==> config.mk <==
export PLATFORM = sky130hd
export DESIGN_NAME = proc_io_bank_flat
export DESIGN_NICKNAME = d
export VERILOG_FILES = /design/src/rtl/proc_io_bank_if.sv /design/src/rtl/proc_io_bank.sv /design/src/flat_wrapper.sv
export SDC_FILE = /design/constraint.sdc
export NUM_CORES = 1
export LEC_CHECK = 0
export BUFFER_PORTS_ARGS = -buffer_cell sky130_fd_sc_hd__buf_2
export CAP_MARGIN = 20
export CORE_MARGIN = 10
export CORE_UTILIZATION = 59
export DETAILED_ROUTE_END_ITERATION = 6
export PLACE_DENSITY = 0.8
export SETUP_SLACK_MARGIN = 0.1
export SYNTH_ARGS = -nofsm -noshare
export SYNTH_HDL_FRONTEND = slang
export SYNTH_SLANG_ARGS = --single-unit
export TNS_END_PERCENT = 30
==> constraint.sdc <==
create_clock -name clk -period 6.4 [get_ports clk]
set_clock_uncertainty 0.15 [all_clocks]
set_input_delay 0.64 -clock clk [delete_from_list [all_inputs] [get_ports clk]]
set_output_delay 0.64 -clock clk [all_outputs]
set_load 0.03 [all_outputs]
==> src/rtl/proc_io_bank_if.sv <==
`default_nettype none
// ============================================================================
// Module   : proc_io_bank_if
// Purpose  : Core/external-side bundle for proc_io_bank (sample inputs,
//            core read/write ports, output holding regs, flags, interrupt).
// Revision : 1.0
// ============================================================================
interface proc_io_bank_if #(
   parameter int NUBITS = 32,
   parameter int NUIOIN = 2,
   parameter int NUIOOU = 2,
   parameter int AIW    = (NUIOIN > 1) ? $clog2(NUIOIN) : 1,
   parameter int AOW    = (NUIOOU > 1) ? $clog2(NUIOOU) : 1
);
   logic [NUIOIN*NUBITS-1:0] ext_in_data;
   logic [NUIOIN-1:0]        ext_in_vld;
   logic [NUIOIN-1:0]        ext_in_rdy;
   logic [NUBITS-1:0]        proc_in;
   logic [AIW-1:0]           proc_addr_in;
   logic                     proc_req_in;
   logic [NUBITS-1:0]        proc_out;
   logic [AOW-1:0]           proc_addr_out;
   logic                     proc_out_en;
   logic [NUIOOU*NUBITS-1:0] ext_out_data;
   logic [NUIOOU-1:0]        ext_out_en;
   logic                     itr;
   logic [NUIOIN-1:0]        ovf_flag;
   logic [NUIOIN-1:0]        unf_flag;
   logic                     flag_clr;

   modport master (
      output ext_in_data, ext_in_vld, proc_addr_in, proc_req_in,
             proc_out, proc_addr_out, proc_out_en, flag_clr,
      input  ext_in_rdy, proc_in, ext_out_data, ext_out_en, itr,
             ovf_flag, unf_flag
   );

   modport slave (
      input  ext_in_data, ext_in_vld, proc_addr_in, proc_req_in,
             proc_out, proc_addr_out, proc_out_en, flag_clr,
      output ext_in_rdy, proc_in, ext_out_data, ext_out_en, itr,
             ovf_flag, unf_flag
   );
endinterface
`default_nettype wire

==> src/rtl/proc_io_bank.sv <==
`default_nettype none
// ============================================================================
// Module   : proc_io_bank
// Purpose  : Multi-channel I/O front end for the proc_fl core: per-channel
//            input FIFOs, registered output holding regs with strobes,
//            sticky overflow/underflow flags and a data-pending interrupt.
// Revision : 1.0
// ============================================================================
module proc_io_bank #(
   parameter int                NUBITS = 32,
   parameter int                NUIOIN = 2,
   parameter int                NUIOOU = 2,
   parameter int                FDEPTH = 4,
   parameter logic [NUIOIN-1:0] ITRMSK = '1,
   parameter int                AIW    = (NUIOIN > 1) ? $clog2(NUIOIN) : 1,
   parameter int                AOW    = (NUIOOU > 1) ? $clog2(NUIOOU) : 1
) (
   input wire logic      clk,
   input wire logic      rst,
   proc_io_bank_if.slave bus
);
   localparam int             PW     = $clog2(FDEPTH);
   localparam int             CW     = PW + 1;
   localparam logic [CW-1:0]  C_FULL = CW'(FDEPTH);

   logic [NUIOIN-1:0] sel_w;
   logic [NUIOIN-1:0] push_w;
   logic [NUIOIN-1:0] pop_w;
   logic [NUIOIN-1:0] nonempty_w;
   logic [NUIOIN-1:0] full_w;
   logic [NUIOIN-1:0] rdy_w;
   logic [NUBITS-1:0] head_w [NUIOIN];

   generate
      for (genvar i = 0; i < NUIOIN; i++) begin : g_fifo
         logic [NUBITS-1:0] mem_q [FDEPTH];
         logic [PW-1:0]     wr_ptr_q;
         logic [PW-1:0]     rd_ptr_q;
         logic [CW-1:0]     cnt_q;
         logic [CW-1:0]     cnt_d;
         logic              rdy_q;

         assign sel_w[i]      = bus.proc_req_in && (bus.proc_addr_in == AIW'(i));
         assign full_w[i]     = (cnt_q == C_FULL);
         assign nonempty_w[i] = (cnt_q != '0);
         assign push_w[i]     = bus.ext_in_vld[i] && rdy_q;
         assign pop_w[i]      = sel_w[i] && nonempty_w[i];
         assign head_w[i]     = mem_q[rd_ptr_q];
         assign rdy_w[i]      = rdy_q;

         always_comb begin
            cnt_d = cnt_q;
            case ({push_w[i], pop_w[i]})
               2'b10:   cnt_d = cnt_q + CW'(1);
               2'b01:   cnt_d = cnt_q - CW'(1);
               default: cnt_d = cnt_q;
            endcase
         end

         // Ready is registered from next occupancy so it never sees a same-cycle pop.
         always_ff @(posedge clk) begin
            if (rst) begin
               wr_ptr_q <= '0;
               rd_ptr_q <= '0;
               cnt_q    <= '0;
               rdy_q    <= 1'b0;
            end else begin
               if (push_w[i]) wr_ptr_q <= wr_ptr_q + PW'(1);
               if (pop_w[i])  rd_ptr_q <= rd_ptr_q + PW'(1);
               cnt_q <= cnt_d;
               rdy_q <= (cnt_d != C_FULL);
            end
         end

         always_ff @(posedge clk) begin
            if (push_w[i]) mem_q[wr_ptr_q] <= bus.ext_in_data[i*NUBITS +: NUBITS];
         end
      end
   endgenerate

   logic [NUBITS-1:0]        proc_in_q,  proc_in_d;
   logic [NUIOOU*NUBITS-1:0] out_data_q, out_data_d;
   logic [NUIOOU-1:0]        out_en_q,   out_en_d;
   logic [NUIOIN-1:0]        ovf_q,      ovf_d;
   logic [NUIOIN-1:0]        unf_q,      unf_d;
   logic                     pend_w, pend_q, itr_q, itr_d;
   logic                     addr_in_ok_w;

   assign addr_in_ok_w = (32'(bus.proc_addr_in) < NUIOIN);
   assign pend_w       = |(nonempty_w & ITRMSK);
   assign itr_d        = pend_w && !pend_q;

   always_comb begin
      proc_in_d = proc_in_q;
      if (bus.proc_req_in) begin
         if (!addr_in_ok_w) begin
            proc_in_d = '0;
         end else begin
            for (int i = 0; i < NUIOIN; i++) begin
               if (pop_w[i]) proc_in_d = head_w[i];
            end
         end
      end
   end

   always_comb begin
      out_en_d   = '0;
      out_data_d = out_data_q;
      for (int j = 0; j < NUIOOU; j++) begin
         if (bus.proc_out_en && (bus.proc_addr_out == AOW'(j))) begin
            out_en_d[j]                    = 1'b1;
            out_data_d[j*NUBITS +: NUBITS] = bus.proc_out;
         end
      end
   end

   // A set event in the clearing cycle survives the clear.
   always_comb begin
      ovf_d = (ovf_q & ~{NUIOIN{bus.flag_clr}}) | (bus.ext_in_vld & full_w);
      unf_d = (unf_q & ~{NUIOIN{bus.flag_clr}}) | (sel_w & ~nonempty_w);
   end

   always_ff @(posedge clk) begin
      if (rst) begin
         proc_in_q  <= '0;
         out_data_q <= '0;
         out_en_q   <= '0;
         ovf_q      <= '0;
         unf_q      <= '0;
         pend_q     <= 1'b0;
         itr_q      <= 1'b0;
      end else begin
         proc_in_q  <= proc_in_d;
         out_data_q <= out_data_d;
         out_en_q   <= out_en_d;
         ovf_q      <= ovf_d;
         unf_q      <= unf_d;
         pend_q     <= pend_w;
         itr_q      <= itr_d;
      end
   end

   assign bus.ext_in_rdy   = rdy_w;
   assign bus.proc_in      = proc_in_q;
   assign bus.ext_out_data = out_data_q;
   assign bus.ext_out_en   = out_en_q;
   assign bus.itr          = itr_q;
   assign bus.ovf_flag     = ovf_q;
   assign bus.unf_flag     = unf_q;
endmodule
`default_nettype wire

==> src/flat_wrapper.sv <==
// flat-port wrapper written by rule: the top's interface ports become plain ports
module proc_io_bank_flat 
#(
   parameter int                NUBITS = 32,
   parameter int                NUIOIN = 2,
   parameter int                NUIOOU = 2,
   parameter int                FDEPTH = 4,
   parameter logic [NUIOIN-1:0] ITRMSK = '1,
   parameter int                AIW    = (NUIOIN > 1) ? $clog2(NUIOIN) : 1,
   parameter int                AOW    = (NUIOOU > 1) ? $clog2(NUIOOU) : 1
)
  (clk, rst, bus_ext_in_data, bus_ext_in_vld, bus_proc_addr_in, bus_proc_req_in, bus_proc_out, bus_proc_addr_out, bus_proc_out_en, bus_flag_clr, bus_ext_in_rdy, bus_proc_in, bus_ext_out_data, bus_ext_out_en, bus_itr, bus_ovf_flag, bus_unf_flag);
  proc_io_bank_if #(.NUBITS(NUBITS), .NUIOIN(NUIOIN), .NUIOOU(NUIOOU), .AIW(AIW), .AOW(AOW)) bus_i ();
  input wire logic clk;
  input wire logic rst;
  input wire logic [$bits(bus_i.ext_in_data)-1:0] bus_ext_in_data;
  input wire logic [$bits(bus_i.ext_in_vld)-1:0] bus_ext_in_vld;
  input wire logic [$bits(bus_i.proc_addr_in)-1:0] bus_proc_addr_in;
  input wire logic [$bits(bus_i.proc_req_in)-1:0] bus_proc_req_in;
  input wire logic [$bits(bus_i.proc_out)-1:0] bus_proc_out;
  input wire logic [$bits(bus_i.proc_addr_out)-1:0] bus_proc_addr_out;
  input wire logic [$bits(bus_i.proc_out_en)-1:0] bus_proc_out_en;
  input wire logic [$bits(bus_i.flag_clr)-1:0] bus_flag_clr;
  output wire logic [$bits(bus_i.ext_in_rdy)-1:0] bus_ext_in_rdy;
  output wire logic [$bits(bus_i.proc_in)-1:0] bus_proc_in;
  output wire logic [$bits(bus_i.ext_out_data)-1:0] bus_ext_out_data;
  output wire logic [$bits(bus_i.ext_out_en)-1:0] bus_ext_out_en;
  output wire logic [$bits(bus_i.itr)-1:0] bus_itr;
  output wire logic [$bits(bus_i.ovf_flag)-1:0] bus_ovf_flag;
  output wire logic [$bits(bus_i.unf_flag)-1:0] bus_unf_flag;
  assign bus_i.ext_in_data = bus_ext_in_data;
  assign bus_i.ext_in_vld = bus_ext_in_vld;
  assign bus_i.proc_addr_in = bus_proc_addr_in;
  assign bus_i.proc_req_in = bus_proc_req_in;
  assign bus_i.proc_out = bus_proc_out;
  assign bus_i.proc_addr_out = bus_proc_addr_out;
  assign bus_i.proc_out_en = bus_proc_out_en;
  assign bus_i.flag_clr = bus_flag_clr;
  assign bus_ext_in_rdy = bus_i.ext_in_rdy;
  assign bus_proc_in = bus_i.proc_in;
  assign bus_ext_out_data = bus_i.ext_out_data;
  assign bus_ext_out_en = bus_i.ext_out_en;
  assign bus_itr = bus_i.itr;
  assign bus_ovf_flag = bus_i.ovf_flag;
  assign bus_unf_flag = bus_i.unf_flag;
  proc_io_bank #(.NUBITS(NUBITS), .NUIOIN(NUIOIN), .NUIOOU(NUIOOU), .FDEPTH(FDEPTH), .ITRMSK(ITRMSK), .AIW(AIW), .AOW(AOW)) u_core (.clk(clk), .rst(rst), .bus(bus_i));
endmodule
==> results of run 1 <==
metal layers:
metal	vias up	GRT usage, %	routed length (um)
li1	3728	-	-
met1	4006	25.59	12380
met2	376	33.75	15940
met3	65	4.051	2275
met4	0	9.476	1024
met5	-	0	0
worst register-to-register path, delay by kind of cell, from the launching register on:
kind                       cells  cell delay (ps)
and+or+nand+nor                1              120
buffers and inverters          1               60
xor gates and xnor gates       2              340
adders and majority gates      2              700
AOI/OAI and AO/OA              2              930
DFF                            1              450
path summary, 6_finish.rpt:
kind,start,to,slack [ps],depth (start not counted)
max,u_core.g_fifo[1].cnt_q[0],u_core.g_fifo[1].rdy_q,3510,8
min,bus_ext_in_data[53],u_core.g_fifo[1].mem_q[1][21],170,1
max reg2reg,u_core.g_fifo[1].cnt_q[0],u_core.g_fifo[1].rdy_q,3510,8
min reg2reg,u_core.pend_q,u_core.bus.itr,240,1
sequential cells by signal (all words and copies together), names as in the netlist, named ones only:
register and cells:
u_core.g_fifo.mem_q 256, u_core.bus.unf_flag 2, u_core.g_fifo.rd_ptr_q 4, u_core.bus.ext_out_en 2, u_core.bus.itr 1, u_core.bus.ext_out_data 64
u_core.bus.proc_in 32, u_core.g_fifo.wr_ptr_q 4, u_core.g_fifo.rdy_q 2, u_core.g_fifo.cnt_q 6, u_core.bus.ovf_flag 2, u_core.pend_q 1
cell type report:
cell class              instances  area (um^2)
clock inverters                17        242.7
repair buffers                217         1129
fillers                      1528         6853
multi-input cells             446         3418
well taps                     319        399.1
inverters                      11        41.29
diodes                          6        15.01
flip-flops and latches        380        10170
clock buffers                  51         1060
cell usage after synthesis (all sizes together):
cell,instances
mux4,64
and2,2
xnor2,4
a21oi,103
o311a,1
a211oi,1
fa,2
buf,26
nor2b,5
ha,10
nor3,2
inv,11
xor2,8
a32oi,3
and3,8
nand2,170
nand3,3
nand2b,1
or3,1
edfxtp,256
and2b,1
dfxtp,124
clkbuf,30
a22oi,33
nor2,22
o21ai,2
cells in the final DEF (no fill, tap or decap), types with 2 or more instances in the layout:
cell type and instances:
edfxtp_1 256, buf_2 208, nand2_1 170, dfxtp_1 120, a21oi_1 102, mux4_2 64
clkbuf_16 38, a22oi_1 33, nor2_1 22, inv_1 11, ha_1 10, and3_2 8
xor2_1 8, buf_4 8, clkbuf_1 7, diode_2 6, clkbuf_8 6, bufinv_16 5
clkinv_2 5, xnor2_1 4, nor2b_1 4, dfxtp_2 4, nand3_1 3, a32oi_1 3
clkinvlp_4 3, and2_1 2, nor3_1 2, o21ai_0 2, fa_1 2, clkinv_8 2
per-stage QoR:
stage	total power, mW	utilization (%)	cell area (um^2)
floorplan	3.182	-	13920
global placement	3.330	64.86	15130
detailed placement	3.349	64.98	15160
CTS	5.604	70.57	16460
global route	5.752	70.63	16480
finish	5.581	70.63	16480
logic make-up after synthesis:
family          after synthesis  share of synthesized area (%)
flops                       380                          73.03
simple gates                215                          6.209
compound gates              143                          5.949
buf+inv                      67                          2.516
mux                          64                          10.35
xor+xnor                     12                         0.7548
fa+ha+maj                    12                          1.186
power by group through the flow:
| stage | clock network (mW) | logic (mW) | registers (mW) |
|---|---|---|---|
| 3_3_place_gp | 0 | 0.503 | 2.83 |
| 3_5_place_dp | 0 | 0.517 | 2.83 |
| 2_1_floorplan | 0 | 0.288 | 2.89 |
| 4_1_cts | 2.30 | 0.522 | 2.78 |
| 5_1_grt | 2.40 | 0.564 | 2.79 |
| 6_report | 2.28 | 0.519 | 2.78 |
==> flow_metrics.env, run 1 <==
export IMPL_status="complete, no violations"
export IMPL_synth_distinct_cells=30
export IMPL_crit_top_cell="xor2_1"
export IMPL_grt_pass1_vias=8512
export IMPL_critical_path_buf_inv_count=1
export IMPL_end_kind="register"
export IMPL_final_max_slew_viol_count=0
export IMPL_die_h_um=173.6
export IMPL_finalNetCount=1210
export IMPL_cp_slowest_stage_delay_ps=850
export IMPL_core_um2=23330
export IMPL_avgSynthCellArea_um2=15.59
export IMPL_grt_pass1_wl_um=48070
export IMPL_pre_cts_ws_ps=3228
export IMPL_swShare_pct=23.19
export IMPL_synth_fp_nets=1010
export IMPL_p_comb_share_pct=9.3
export IMPL_via_count=8175
export IMPL_crit_path_start_kind="register"
export IMPL_wl_per_cell_um=21.85
export IMPL_static_leakage_power_nw=5.935
export IMPL_seq_power_share_pct=49.8
export IMPL_areaGrowthSynthToFinish_pct=18.35
export IMPL_synthCells=893
export IMPL_worst_slack_ps=3506
export IMPL_crit_required_ps=6620
export IMPL_track_usage_pct=20.41
export IMPL_powerDensity_nw_per_um2=338.7
export IMPL_cts_tree="yes"
export IMPL_hold_slack_ps=166.4
export IMPL_hold_viol=0
export IMPL_overflow=0
export IMPL_worstMarginPinSlew_ps=1085
export IMPL_port_buffers=209
export IMPL_viasPerCell=5.650
export IMPL_p_clk_share_pct=40.9
export IMPL_ys_top_cells_by_area="edfxtp_1, dfxtp_1, mux4_2"
export IMPL_yosysWarnings=0
export IMPL_slew_headroom_pct=27.49
export IMPL_drtIter0Drc=915
export IMPL_ant_nets=0
export IMPL_drt_pass1_iter_count=5
export IMPL_cts_root_buffer="clkbuf_16"
export IMPL_numCtsBuffers=37
export IMPL_yosys_register_bits=380
export IMPL_p_sw_mw=1.295
export IMPL_io_pins=210
export IMPL_period_share_pct=45.22
export IMPL_post_cts_buffers=0
export IMPL_die_x_um=173.6
export IMPL_cts_buffer_depth=3
export IMPL_clk_latency_ps=530
export IMPL_clk_pin_slew_ps=70
export IMPL_drt_wl_total_um=31620
export IMPL_maxCapViolations=0
export IMPL_synth_top_area_share_pct=55.21
export IMPL_ir_drop_mv=0.2617
export IMPL_grt_max_degree=67
export IMPL_max_freq_ghz=0.3456
export IMPL_hold_class="in2reg"
export IMPL_setup_viol=0
export IMPL_setup_tns_ps=0
export IMPL_rsz0062_at_grt="false"
export IMPL_worstSetupPathType="reg2reg"
export IMPL_cts_resized=0
export IMPL_cp_max_fo=36
export IMPL_cts_hold_buf=0
export IMPL_antenna_found_initial=7
export IMPL_dp_hpwl_um=19340
export IMPL_cts_sinks=380
export IMPL_drive_above_1_share_pct=31.82
export IMPL_period_needed_ps=2894
export IMPL_fin_cells=1447
export IMPL_die_area_um2=30150
export IMPL_yosysTopAreaCell="edfxtp_1"
export IMPL_dpl_cell_count=1373
export IMPL_yosysSeqAreaShare_pct=73.03
export IMPL_start_util_pct=59.68
export IMPL_arrival_ps=3120
export IMPL_gp_congestion=0.8086
export IMPL_drc_errors=0
export IMPL_cp_top_family="compound AO/OA/AOI/OAI gates"
export IMPL_crit_chain="o311a_2 > ha_1 > inv_1 > fa_1 > xor2_1 > nor2_1 > xor2_1 > a21oi_1"
export IMPL_row_count=56
export IMPL_syn_cell_area_um2=13920
export IMPL_cpMaxStageDelayCell="o311a_2"
export IMPL_cts_max_level=2
export IMPL_internal_power_mw=4.287
Note: power is estimated with default switching activity, not from simulation.
==> run 2, diff against run 1 <==
Settings changed: CORE_UTILIZATION 59 to 51, PLACE_DENSITY 0.8 to 0.74.
Clock period 6.4 ns to 2.59 ns, I/O delays scaled along.
==> run 2 against run 1 <==
Net effect: sequential share of layout area fell by 4.1 points; via count increased by 6.9%; first-iteration DRC count down 34%; flip-flop and latch count stayed put; final cell count rose by 9.7%; utilization is 5.0 points lower; clock power rose by 130%; largest cell class unchanged; largest power group unchanged; highest routed layer unchanged.
==> flow_metrics.env, run 2 (synthesized netlist as in run 1, its figures left out) <==
export IMPL_drtIter0Drc=600
export IMPL_p_comb_share_pct=10.9
export IMPL_grt_pass1_vias=9170
export IMPL_arrival_ps=2600
export IMPL_power_total_mw=13.66
export IMPL_final_area_um2=17640
export IMPL_largest_reg_flops=256
export IMPL_startpoint="bus_proc_addr_in"
export IMPL_critical_path_buf_inv_count=3
export IMPL_numCtsBuffers=39
export IMPL_final_common_cell="edfxtp_1"
export IMPL_cts_root_buffer="clkbuf_16"
export IMPL_final_max_slew_viol_count=0
export IMPL_powerDensity_nw_per_um2=774.6
export IMPL_antenna_found_initial=2
export IMPL_worst_path_stages=11
export IMPL_static_leakage_power_nw=6.437
export IMPL_gp_congestion=0.7939
export IMPL_areaGrowthSynthToFinish_pct=26.67
export IMPL_overflow=0
export IMPL_end_kind="register"
export IMPL_grt_pass1_wl_um=52240
export IMPL_dpl_cell_area_um2=15370
export IMPL_drt_pass1_iter_count=5
export IMPL_cp_top_family="buffers and inverters"
export IMPL_reg2reg_depth=9
export IMPL_cts_buffer_depth=3
export IMPL_via_count=8738
export IMPL_clk_pin_slew_ps=60
export IMPL_ir_drop_mv=0.6560
export IMPL_port_buffers=209
export IMPL_maxCapViolations=0
export IMPL_core_um2=26880
export IMPL_dp_hpwl_um=20350
export IMPL_grt_max_degree=66
export IMPL_die_area_um2=34310
export IMPL_hold_viol=0
export IMPL_worstSetupPathType="in2reg"
export IMPL_crit_end="u_core.g_fifo[0].rdy_q"
export IMPL_drive_above_1_share_pct=29.85
export IMPL_seq_power_share_pct=50.1
export IMPL_hold_slack_ps=42.34
export IMPL_die_x_um=185.2
export IMPL_track_usage_pct=19.77
export IMPL_drc_errors=0
export IMPL_swShare_pct=23.36
export IMPL_row_count=60
export IMPL_viasPerCell=5.506
export IMPL_p_clk_share_pct=39.0
export IMPL_cts_tree="yes"
export IMPL_crit_required_ps=2830
export IMPL_max_freq_ghz=0.4233
export IMPL_crit_top_cell="xor2_1"
export IMPL_ant_nets=0
export IMPL_cts_resized=0
export IMPL_setup_viol=0
export IMPL_worstMarginPinSlew_ps=568.4
export IMPL_crit_path_start_kind="input port"
export IMPL_hold_class="in2reg"
export IMPL_cp_max_fo=4
export IMPL_finalNetCount=1330
export IMPL_drt_wl_total_um=33880
export IMPL_rsz0062_at_grt="false"
export IMPL_cts_sinks=380
export IMPL_p_sw_mw=3.191
export IMPL_slew_headroom_pct=62.10
export IMPL_reg2reg_from="u_core.g_fifo[0].cnt_q[0]"
export IMPL_top_register="u_core.g_fifo.mem_q"
export IMPL_cp_slowest_stage_delay_ps=530
export IMPL_cpMaxStageDelayCell="dlygate4sd3_1"
export IMPL_cts_max_level=2
export IMPL_io_pins=210
export IMPL_period_needed_ps=2362
export IMPL_start_util_pct=51.81
export IMPL_clk_latency_ps=520
export IMPL_wl_per_cell_um=21.35
export IMPL_crit_chain="dlygate4sd3_1 > buf_2 > and2b_1 > and2_2 > ha_1 > inv_1 > fa_1 > xor2_1 > nor2_1 > xor2_1 > a21oi_1"
export IMPL_setup_tns_ps=0
export IMPL_reg2reg_slack_ps=380
export IMPL_status="complete, no violations"
export IMPL_die_h_um=185.2
export IMPL_internal_power_mw=10.47
export IMPL_period_share_pct=91.21
export IMPL_r2r_end="u_core.g_fifo[0].cnt_q[2]"
export IMPL_final_cell_mix="edfxtp_1, buf_2, nand2_1"
## run 2: worst register-to-register path: cells and delay by family (launching register included)
family	cells	cell delay [ps]
DFF	1	360
adders and majority gates	2	400
and+or+nand+nor	4	800
xor gates and xnor gates	2	310
buffers and inverters	1	80
## run 2: cell type report
type	count	area, um^2
flip-flops and latches	380	10170
fillers	1829	9238
multi-input cells	446	3420
repair buffers	335	2325
clock buffers	62	1184
well taps	341	426.7
clock inverters	9	60.06
inverters	11	41.29
diodes	3	7.507
## run 2: how the worst min path moves through the flow
stage                     slack [ps]  cells after the start                      endpoint     startpoint
after global placement           220                      1                u_core.bus.itr  u_core.pend_q
after detailed placement         230                      1                u_core.bus.itr  u_core.pend_q
after global routing              50                      2  u_core.g_fifo[0].rd_ptr_q[0]            rst
after CTS                         30                      2  u_core.g_fifo[0].rd_ptr_q[0]            rst
final                             40                      2        u_core.bus.ovf_flag[0]            rst
after floorplan                  190                      1                 u_core.pend_q            rst
## run 2: per-stage QoR
stage | worst slack [ps] | util [%] | instances
4_1_cts | 224.9 | 65.60 | 1584
3_3_place_gp | 332.8 | 57.17 | 1411
3_5_place_dp | 237.5 | 57.17 | 1411
6_report | 227.8 | 65.63 | 1587
5_1_grt | 105.9 | 65.62 | 1586
2_1_floorplan | 200.1 | - | 893
## run 2: what timing repair did
action	4_1_cts	5_1_grt
hold endpoints to repair	325	0
buffers inserted	0	0
endpoints found under the setup margin	0	0
hold buffers	102	0
## run 2: power by group through the flow
| stage | sequential, mW | clock (mW) | combinational (mW) |
|---|---|---|---|
| final | 6.85 | 5.33 | 1.49 |
| after global routing | 6.87 | 5.68 | 1.61 |
| after CTS | 6.84 | 5.41 | 1.50 |
| after detailed placement | 6.97 | 0 | 1.35 |
| after global placement | 6.96 | 0 | 1.33 |
| after floorplan | 7.15 | 0 | 0.711 |
## run 2: metal layers
layer	vias to the layer above	routed length, um	GRT usage (%)
met5	-	0	0
met3	56	2584	4.350
li1	3968	-	-
met4	0	749	5.852
met1	4342	13540	25.25
met2	372	17000	33.11
==> run 3, diff against run 2 <==
--- a/config.mk
+++ b/config.mk
@@ -11,4 +11,5 @@
 export CORE_UTILIZATION = 51
 export DETAILED_ROUTE_END_ITERATION = 6
+export GPL_TIMING_DRIVEN = 0
 export PLACE_DENSITY = 0.74
 export SETUP_SLACK_MARGIN = 0.1
==> constraint.sdc (replaced) <==
create_clock -name clk -period 2.59 [get_ports clk]
set_clock_uncertainty 0.15 [all_clocks]
set_input_delay 0.1295 -clock clk [delete_from_list [all_inputs] [get_ports clk]]
set_output_delay 0.1295 -clock clk [all_outputs]
set_load 0.03 [all_outputs]
==> run 3 against run 2 <==
Net effect: sequential power hardly changed; wire length is 2.9% higher; sequential share of layout area is 0.74 points lower; count of clock-buffer cells in the layout is 7 lower; critical endpoint is now u_core.g_fifo[0].cnt_q[2]; largest power group unchanged.
==> flow_metrics.env, run 3 (synthesized netlist as in run 1, its figures left out) <==
export IMPL_cts_buffer_depth=3
export IMPL_worst_path_stages=11
export IMPL_final_util_pct=66.49
export IMPL_worstSetupPathType="reg2reg"
export IMPL_cpMaxStageDelayCell="or3_4"
export IMPL_hold_class="in2reg"
export IMPL_overflow=0
export IMPL_grt_max_degree=33
export IMPL_gp_congestion=0.7860
export IMPL_cts_root_buffer="clkbuf_16"
export IMPL_largest_reg_flops=256
export IMPL_final_common_cell="edfxtp_1"
export IMPL_final_area_um2=17870
export IMPL_critical_path_buf_inv_count=3
export IMPL_setup_tns_ps=0
export IMPL_io_pins=210
export IMPL_cp_slowest_stage_delay_ps=410
export IMPL_row_count=60
export IMPL_grt_use_met1_pct=25.78
export IMPL_cp_max_fo=10
export IMPL_areaGrowthSynthToFinish_pct=28.32
export IMPL_drt_pass1_iter_count=5
export IMPL_period_share_pct=93.13
export IMPL_static_leakage_power_nw=6.519
export IMPL_setup_viol=0
export IMPL_crit_end="u_core.g_fifo[0].cnt_q[2]"
export IMPL_grt_pass1_wl_um=53130
export IMPL_via_count=8914
export IMPL_grt_pass1_vias=9426
export IMPL_max_freq_ghz=0.4146
export IMPL_maxCapViolations=0
export IMPL_dp_hpwl_um=23000
export IMPL_finalNetCount=1369
export IMPL_r2r_end="u_core.g_fifo[0].cnt_q[2]"
export IMPL_cp_top_family="simple AND/OR/NAND/NOR gates"
export IMPL_arrival_ps=2650
export IMPL_final_max_slew_viol_count=0
export IMPL_crit_chain="or3_4 > and2_4 > buf_6 > buf_6 > ha_4 > inv_2 > fa_2 > xor2_1 > nor2_1 > xor2_1 > nor2b_1"
export IMPL_crit_path_start_kind="register"
export IMPL_wl_per_cell_um=21.47
export IMPL_slew_headroom_pct=34.49
export IMPL_post_cts_buffers=0
export IMPL_top_register="u_core.g_fifo.mem_q"
export IMPL_core_um2=26880
export IMPL_rsz0062_at_grt="false"
export IMPL_grt_busiest_layer="met2"
export IMPL_clk_latency_ps=530
export IMPL_reg2reg_slack_ps=180
export IMPL_ant_nets=0
export IMPL_status="complete, no violations"
export IMPL_die_area_um2=34310
export IMPL_start_util_pct=51.81
export IMPL_worstMarginPinSlew_ps=982.7
export IMPL_drc_errors=0
export IMPL_hp_start="rst"
export IMPL_antenna_found_initial=2
export IMPL_dpl_cell_count=1449
export IMPL_cts_tree="yes"
export IMPL_worst_slack_ps=178.0
export IMPL_nFillCells=1842
export IMPL_period_needed_ps=2412
export IMPL_drive_above_1_share_pct=29.20
export IMPL_clk_pin_slew_ps=60
export IMPL_pre_cts_ws_ps=-251.0
export IMPL_met2_usage_pct=34.18
export IMPL_powerDensity_nw_per_um2=773.6
export IMPL_drt_wl_total_um=34860
export IMPL_reg2reg_depth=11
export IMPL_die_h_um=185.2
export IMPL_startpoint="u_core.g_fifo[0].cnt_q[0]"
export IMPL_cts_max_level=2
export IMPL_cts_sinks=380
export IMPL_port_buffers=209
export IMPL_numCtsBuffers=39
export IMPL_fin_cells=1624
export IMPL_dpl_cell_area_um2=15560
export IMPL_end_kind="register"
export IMPL_track_usage_pct=20.17
export IMPL_viasPerCell=5.489
export IMPL_final_cell_mix="edfxtp_1, buf_2, nand2_1"
export IMPL_reg2reg_from="u_core.g_fifo[0].cnt_q[0]"
export IMPL_crit_required_ps=2830
export IMPL_drtIter0Drc=699
export IMPL_use_met3_pct=4.447
export IMPL_die_x_um=185.2
export IMPL_hold_viol=0
export IMPL_ir_drop_mv=0.6160
==> run 3: cell types whose count changed in the layout (fill, tap and decap cells not counted), moves of 4 or more <==
cell      delta
buf_16       +4
buf_4       -12
buf_12       -4
buf_6        +9
clkbuf_1    +26
buf_1        +6
buf_2        +5
==> run 3: report_power, final <==
part,switching [mW],internal (mW),total (mW)
logic,0.918,0.649,1.57
registers,0.119,6.73,6.85
clock network,2.22,3.19,5.41
total,3.26,10.6,13.8
==> run 3: worst min-delay path, stage by stage <==
cell and delay (ps):
buf_2 120, clkbuf_1 240, a21oi_1 170
==> run 3: through the flow <==
stage,total power [mW],hold WS [ps]
2_1_floorplan,7.864,56.26
3_3_place_gp,8.336,192.7
3_5_place_dp,8.389,196.0
4_1_cts,13.88,0.2214
5_1_grt,14.30,56.11
6_report,13.82,27.45
==> run 3: how the worst min path moves through the flow <==
stage / end / slack, ps / depth (start not counted)
2_1_floorplan: u_core.pend_q / 60 / 1
3_3_place_gp: u_core.g_fifo[0].mem_q[2][10] / 190 / 1
3_5_place_dp: u_core.g_fifo[1].mem_q[2][10] / 200 / 1
4_1_cts: u_core.g_fifo[1].cnt_q[2] / 0.2 / 3
5_1_grt: u_core.bus.unf_flag[0] / 60 / 3
6_report: u_core.bus.ext_out_data[59] / 30 / 3
==> run 3: routing by layer <==
layer	routed length, um	vias up
met1	13960	4369
met3	2958	61
li1	-	4071
met5	13	-
met4	639	2
met2	17290	411
==> run 3: final cells by class <==
| class | instances | area, um^2 | area share, % |
|---|---|---|---|
| tap | 341 | 426.7 | 2.388 |
| multi-input combinational | 446 | 3432 | 19.21 |
| sequential | 380 | 10180 | 56.95 |
| inverter | 11 | 41.29 | 0.2311 |
| timing repair buffer | 319 | 2237 | 12.52 |
| clock inverter | 15 | 138.9 | 0.7773 |
| antenna | 2 | 5.005 | 0.02801 |
| buffer | 55 | 305.3 | 1.709 |
| clock buffer | 55 | 1106 | 6.190 |
==> run 3: repair_timing <==
item	in CTS	in global routing
resized for setup	0	9
hold buffers	104	0
setup endpoints to repair	5	3
hold endpoints to repair	330	0
pin swaps	0	2
